`config.mk`:
```
export PLATFORM = sky130hd
export DESIGN_NAME = capture_sequencer
export DESIGN_NICKNAME = d
export VERILOG_FILES = /design/src/rtl/capture_sequencer.sv
export SDC_FILE = /design/constraint.sdc
export NUM_CORES = 1
export LEC_CHECK = 0
export ABC_CLOCK_PERIOD_IN_PS = 6920
export CORE_ASPECT_RATIO = 1.5
export CORE_UTILIZATION = 56
export CTS_BUF_LIST = sky130_fd_sc_hd__clkbuf_16
export DETAILED_ROUTE_END_ITERATION = 8
export PLACE_DENSITY = 0.86
export SYNTH_ARGS = -nofsm -noshare
export SYNTH_HDL_FRONTEND = slang
export SYNTH_SLANG_ARGS = --single-unit
```
`constraint.sdc`:
```
create_clock -name adc_clk -period 6.92 [get_ports adc_clk]
set_input_delay 1.73 -clock adc_clk [delete_from_list [all_inputs] [get_ports adc_clk]]
set_output_delay 1.73 -clock adc_clk [all_outputs]
set_load 0.01 [all_outputs]
```
`src/rtl/capture_sequencer.sv`:
```
// capture_sequencer: arm/trigger/stop/full sequencing, banked write strobes and per-bank depth report.
// Optional macro CAPTURE_SEQ_AUTO_REARM_EN: after readout, HOLD returns to ARMED keeping the banking mode.
package rx_pkg;
  localparam int CHANNELS = 8;
endpackage

module capture_sequencer #(
  parameter int BUFFER_DEPTH = 64,
  parameter int CHANNELS     = rx_pkg::CHANNELS,
  parameter int BMW          = $clog2($clog2(CHANNELS + 1))
) (
  input  logic                                         adc_clk,
  input  logic                                         adc_reset,
  input  logic                                         arm,
  input  logic [BMW-1:0]                               banking_mode,
  input  logic                                         sw_reset,
  input  logic                                         hw_start,
  input  logic                                         hw_stop,
  input  logic                                         sample_valid,
  output logic [CHANNELS-1:0]                          bank_wr_en,
  output logic [CHANNELS*$clog2(BUFFER_DEPTH)-1:0]     bank_wr_addr,
  output logic                                         capture_full,
  output logic [CHANNELS*($clog2(BUFFER_DEPTH)+1)-1:0] write_depth_data,
  output logic                                         write_depth_valid,
  input  logic                                         write_depth_ready,
  input  logic                                         readout_done,
  output logic [1:0]                                   state
);

  localparam int AW     = $clog2(BUFFER_DEPTH);
  localparam int DW     = AW + 1;
  localparam int PW     = $clog2(BUFFER_DEPTH * CHANNELS) + 1;
  localparam int LOG_CH = $clog2(CHANNELS);

  localparam logic [1:0] S_IDLE    = 2'd0;
  localparam logic [1:0] S_ARMED   = 2'd1;
  localparam logic [1:0] S_CAPTURE = 2'd2;
  localparam logic [1:0] S_HOLD    = 2'd3;

  localparam logic [BMW-1:0] MODE_MAX = BMW'(LOG_CH);

  logic [1:0]             state_q, state_d;
  logic [BMW-1:0]         mode_q, mode_d;
  logic [PW-1:0]          p_q, p_d;
  logic                   full_q, full_d;
  logic [CHANNELS-1:0]    wr_en_q, wr_en_d;
  logic [CHANNELS*AW-1:0] wr_addr_q, wr_addr_d;
  logic                   wd_valid_q, wd_valid_d;
  logic [CHANNELS*DW-1:0] wd_data_q, wd_data_d;
  logic                   xfer_done_q, xfer_done_d;
  logic [PW-1:0]          cap_w;
  logic [BMW-1:0]         mode_in;
  logic                   enter_hold;

  // Bank b holds the samples of group k=b>>m, i.e. pointer range [k*DEPTH, (k+1)*DEPTH).
  function automatic logic [DW-1:0] depth_of(input int b, input logic [BMW-1:0] m,
                                             input logic [PW-1:0] p);
    logic [PW-1:0] base;
    logic [PW-1:0] diff;
    base = PW'(b >> m) << AW;
    if (p <= base) return '0;
    diff = p - base;
    if (diff >= PW'(BUFFER_DEPTH)) return DW'(BUFFER_DEPTH);
    return diff[DW-1:0];
  endfunction

  always_comb begin
    state_d     = state_q;
    mode_d      = mode_q;
    p_d         = p_q;
    full_d      = full_q;
    wr_en_d     = '0;
    wr_addr_d   = wr_addr_q;
    wd_valid_d  = wd_valid_q;
    wd_data_d   = wd_data_q;
    xfer_done_d = xfer_done_q;
    enter_hold  = 1'b0;
    cap_w       = PW'(BUFFER_DEPTH * CHANNELS) >> mode_q;
    mode_in     = (banking_mode > MODE_MAX) ? MODE_MAX : banking_mode;

    case (state_q)
      S_IDLE: begin
        if (arm) begin
          state_d = S_ARMED;
          mode_d  = mode_in;
          p_d     = '0;
        end
      end
      S_ARMED: begin
        if (hw_start) begin
          if (hw_stop) begin
            state_d    = S_HOLD;
            enter_hold = 1'b1;
          end else begin
            state_d = S_CAPTURE;
          end
        end
      end
      S_CAPTURE: begin
        if (hw_stop) begin
          state_d    = S_HOLD;
          enter_hold = 1'b1;
        end else if (sample_valid) begin
          for (int b = 0; b < CHANNELS; b++) begin
            if (PW'(b >> mode_q) == (p_q >> AW)) begin
              wr_en_d[b]             = 1'b1;
              wr_addr_d[b*AW +: AW]  = p_q[AW-1:0];
            end
          end
          p_d = p_q + PW'(1);
          if (p_d == cap_w) begin
            state_d    = S_HOLD;
            full_d     = 1'b1;
            enter_hold = 1'b1;
          end
        end
      end
      default: begin
        if (wd_valid_q && write_depth_ready) begin
          wd_valid_d  = 1'b0;
          xfer_done_d = 1'b1;
        end else if (xfer_done_q && readout_done) begin
`ifdef CAPTURE_SEQ_AUTO_REARM_EN
          state_d = S_ARMED;
`else
          state_d = S_IDLE;
`endif
          full_d      = 1'b0;
          p_d         = '0;
          xfer_done_d = 1'b0;
        end
      end
    endcase

    if (enter_hold) begin
      wd_valid_d  = 1'b1;
      xfer_done_d = 1'b0;
      for (int b = 0; b < CHANNELS; b++) begin
        wd_data_d[b*DW +: DW] = depth_of(b, mode_q, p_d);
      end
    end

    // Software abort outranks everything, including a same-cycle arm or transfer.
    if (sw_reset) begin
      state_d     = S_IDLE;
      p_d         = '0;
      full_d      = 1'b0;
      wr_en_d     = '0;
      wd_valid_d  = 1'b0;
      xfer_done_d = 1'b0;
    end
  end

  always_ff @(posedge adc_clk) begin
    if (adc_reset) begin
      state_q     <= S_IDLE;
      mode_q      <= '0;
      p_q         <= '0;
      full_q      <= 1'b0;
      wr_en_q     <= '0;
      wr_addr_q   <= '0;
      wd_valid_q  <= 1'b0;
      wd_data_q   <= '0;
      xfer_done_q <= 1'b0;
    end else begin
      state_q     <= state_d;
      mode_q      <= mode_d;
      p_q         <= p_d;
      full_q      <= full_d;
      wr_en_q     <= wr_en_d;
      wr_addr_q   <= wr_addr_d;
      wd_valid_q  <= wd_valid_d;
      wd_data_q   <= wd_data_d;
      xfer_done_q <= xfer_done_d;
    end
  end

  assign state             = state_q;
  assign bank_wr_en        = wr_en_q;
  assign bank_wr_addr      = wr_addr_q;
  assign capture_full      = full_q;
  assign write_depth_valid = wd_valid_q;
  assign write_depth_data  = wd_data_q;

endmodule

```
# [Yosys cells after proc, flatten, opt, wreduce, memory -nomap -nowiden]
# Cells that the tools add are included.
[word_totals] register_bits=129 inputBits=11 out_inout_bits=116 wordCells=214
[classes] addsub=9 n_lt_le_gt_ge=17 eq_ne=21 shift=9 mux=112 bitwise_logic=5 reduce_logical=25
[op_table] op="$mux W7" count=32
[op_table] op="$eq A10 B4 Y1" count=8
[op_table] op="$ge A10 B7 Y1 const B" count=8
[op_table] op="$le A10 B10 Y1" count=8
[op_table] op="$sub A10 B10 Y10" count=8
[op_table] op="$mux W1" count=63
[op_table] op="$mux W10" count=5
[op_table] op="$shr A3 B2 Y10 const A" count=4
[op_table] op="$reduce_and A4 Y1" count=8
[op_table] op="$pmux W10 S3" count=1
[op_table] op="$shr A1 B2 Y10 const A" count=2
[op_table] op="$shr A2 B2 Y10 const A" count=2
[op_table] op="$mux W2" count=8
[op_table] op="$reduce_and A6 Y1" count=2
[op_table] op="$add A10 B1 Y10 const B" count=1
[op_table] op="$eq A10 B10 Y1" count=1
[op_table] op="$ne A2 B2 Y1 const B" count=5
[op_table] op="$shr A10 B2 Y10 const A" count=1
[op_table] op="$ne A3 B3 Y1 const B" count=2
[op_table] op="$pmux W2 S3" count=1
[op_table] op="$reduce_and A2 Y1" count=3
[op_table] op="$reduce_bool A2 Y1" count=3
[op_table] op="$reduce_or A3 Y1" count=2
[op_table] op="$not A1 Y1" count=5
[op_table] op="other kinds (11)" count=15

# [Logic depth before layout (Yosys ltp)]
[depth] depth_word=11 mapped_depth=19 depth_no_buf=17

# [Least setup slack after synthesis]
# OpenSTA, ideal clock, no wires.
[synth_path] path_type="input to register" startpoint="in hw_stop" endpoint="reg wd_data_q[40] (netlist: write_depth_data[40])" setup_ns=0.060 arrival_time_ns=4.772 required_ns=6.860 path_slack_ns=2.088 stages=15 path_buffers=0 path_cell_list="nand2b_1 a211oi_1 o21ai_0 a22o_1 a21oi_1 ha_1 inv_1 fa_1 xor2_1 nor3_1 o21ai_0 a211oi_1 a21oi_1 a211oi_2 a22o_1"
[synth_via] elab_chain_cells=9 elab_cells_between_ends=17 cone_classes="1 x add/sub; 2 x order compare; 14 x mux"
[synth_lines] item="start, declared" line="18" source="input logic hw_stop,"
[synth_lines] item="$mux W10" line="100" source="if (hw_stop) begin"
[synth_lines] item="$pmux W10 S3" line="81" source="case (state_q)"
[synth_lines] item="$sub A10 B10 Y10" line="62" source="diff = p - base;"
[synth_lines] item="$ge A10 B7 Y1" line="63" source="if (diff >= PW'(BUFFER_DEPTH)) return DW'(BUFFER_DEPTH);"
[synth_lines] item="$mux W1" line="63"
[synth_lines] item="$mux W1" line="62"
[synth_lines] item="$mux W1" line="135" source="if (enter_hold) begin"
[synth_lines] item="$mux W7" line="64" source="return diff[DW-1:0];"
[synth_lines] item="$mux W7" line="62"
[synth_lines] item="end signal, assigned" line="173" source="wd_data_q <= wd_data_d;"
[synth_lines] item="end, declared" line="49" source="logic [CHANNELS*DW-1:0] wd_data_q, wd_data_d;"
# Parallel ways exist; a longest one is shown, timed or not. The select of a mux whose other input is x is not followed.
# A chain may end at the register's enable or synchronous reset.

# [Final worst setup path]
# Ends and elaborated chain as after synthesis.

==> impl_metrics.toml <==
[status]
status = "completed"

[cts]
post_cts_buffers = 0
cts_tree = "done"
root_buffer = "clkbuf_16"
clk_pin_slew_ns = 0.06
holdBufCountCts = 0
clkSinkCount = 129
cts_resized = 0
clk_latency_ns = 0.43
cts_buffers = 17
htree_levels = 4
clock_path_buffers = 2

[route]
wire_per_inst_microns = 19.57
wirelength_microns = 17870
vias_per_cell = 6.069
dr.pass1.iters = 7
ant_nets = 0
via_count = 5541
drc_errors = 0
first_iter_violations = 285

[sta]
relSlewSlack = 0.2626
drv_slew = 0
setup_tns_ns = 0
hold_viol = 0
period_needed_ns = 5.772
grt_setup_unrepaired = "false"
fin_crit_sh = 0.8341
tightest_slew_ns = 1.103
skew_ns = 0.008183
fmax_mhz = 173.3
finalWorstSetupSlack_ns = 1.148
finalSetupViolations = 0

[worst_setup_path]
rr_worst_depth = 16
r2r_start = "p_q[0]"
critical_path_required_ns = 7.28
worst_setup_path_end_kind = "flip-flop"
path_delay_family = "compound AO/OA/AOI/OAI gates"
start_kind = "primary input"
worst-setup-path-type = "in2reg"
r2r_slack_ns = 1.95
r2r_end = "write_depth_data[40]"
worst_path_max_delay_cell = "a21oi_1"
critPathMaxStageDelay_ns = 0.69
worstPathCellList = "clkdlybuf4s50_1 > nand2b_1 > a211oi_1 > o21ai_0 > a22o_1 > a21oi_1 > ha_1 > inv_1 > fa_1 > xor2_1 > nor3_1 > o21ai_0 > a211oi_1 > a21oi_1 > a211oi_2 > a22o_1"
cp.arrival_ns = 6.13
crit_buf_inv = 2
cp_max_fo = 9

[cells_and_area]
area_delta_synth_final_pct = 29.21
drive_gt1_frac = 0.07412
multi_input_area_sq_mm = 0.003346
nFillCells = 767
stdcell_count = 913
num_antenna_cells = 0
final_cell_area_sq_mm = 0.008087
seq_area_sq_mm = 0.002582
num-nets-final = 795
utilization = 0.7554

[floorplanning]
die_y_microns = 131.5
die_width_microns = 88.32
initial_core_util = 0.5846
core-area_sq_mm = 0.01071
ioPinCount = 127
die-area_sq_mm = 0.01161
rows = 46

[synthesis]
synth.most_common_cell = "dfxtp_1"
synth_top_area_frac = 0.4126
ys_seq_area_frac = 0.4126
synthFlopType = "dfxtp_1"
async_flop_share = 0
syn_area_sq_mm = 0.006259
synth_seq_cells = 129
synth.largest_area_cell = "dfxtp_1"
ys_types = 71
synth_edf_count = 0
syn_inst = 656
synth.net_count = 695
synthTopCellsByCount = "129 x dfxtp_1, 80 x nor2_1, 50 x mux2i_1"
synth_area_leaders = "dfxtp_1 41%, mux2i_1 8.0%, a22o_1 5.7%"
synth_area_per_cell_sq_um = 9.540
yosysWarnings = 0

[place]
place_congestion = 0.9759
pre_cts_ws_ns = 0.8153
place_hpwl_microns = 12630
port_buffers = 126
placed_area_sq_mm = 0.007466
dp.cells = 881

[grt]
grt_max_degree = 68
antenna_found_initial = 0
grt-ovfl-total = 0
grt.total_usage = 0.3172
grt_pass1_wl_microns = 28320
grt_pass1_vias = 5718

[pwr]
ir_worst_vdd_mv = 0.1875
power.density_mw_per_mm2 = 224.8
p_leak_nw = 3.178

[worst_hold_path]
min_path_cells = 1
hold_path_class = "reg2reg"
hold_end = "write_depth_data[9]"
min-delay-start = "write_depth_data[9]"

[run]
drv_cap = 0
worst max path at each step:
stage	from	to	cells after the start
global placement	hw_stop	write_depth_data[40]	16
CTS	hw_stop	write_depth_data[40]	16
detailed placement	hw_stop	write_depth_data[40]	16
finish	hw_stop	write_depth_data[40]	16
global route	hw_stop	write_depth_data[40]	16
floorplan	hw_stop	write_depth_data[40]	15
report_power, final:
part	leakage, nW	switching (mW)	internal [mW]
Combinational	1.83	0.0762	0.0448
Sequential	1.04	0.00314	0.744
Clock	0.309	0.372	0.578
per-layer routing:
layer,GRT usage,routed length (microns),vias up
li1,-,-,2556
met1,0.3169,6526,2694
met2,0.5615,9451,224
met3,0.08103,1033,67
met4,0.2016,859,0
met5,0,0,-
layout make-up:
type / instances / share of cell area
multi-input cells: 457 / 0.4137
flip-flops and latches: 129 / 0.3194
repair buffers: 128 / 0.1572
clock buffers: 17 / 0.05261
clock inverters: 15 / 0.02414
well taps: 144 / 0.02228
inverters: 23 / 0.01068
layout by cell type, fill, tap and decap left out, drive strengths merged, types with 17 or more instances in the layout:
cell type,netlist,final
a22o,41,41
and3,17,17
clkbuf,24,17
clkdlybuf4s50,0,125
dfxtp,129,129
ha,22,22
inv,23,32
mux2i,50,50
nand2,25,25
nand3,21,21
nor2,83,83
nor3,17,17
registers in the layout (all words and copies together) (netlist names):
signal / flops
write_depth_data: 56
bank_wr_addr: 48
p_q: 10
bank_wr_en: 8
mode_q: 2
state: 2
capture_full: 1
write_depth_valid: 1
xfer_done_q: 1
kinds of logic after synthesis:
kind of cell,Yosys count,share of synthesized area
buffers and inverters,70,0.05358
xor gates and xnor gates,28,0.03919
muxes,51,0.08177
and+or+nand+nor,223,0.1855
adders and majority gates,28,0.06317
AOI/OAI and AO/OA,127,0.1641
DFF,129,0.4126
stage by stage:
step	hold WS (ns)	power (mW)
after floorplan	0.4534	0.8529
after global placement	0.4455	0.8753
after detailed placement	0.4486	0.8813
after CTS	0.4674	1.819
after global routing	0.4780	1.868
final	0.4665	1.818
No activity file was read; power rests on OpenSTA's default activity.
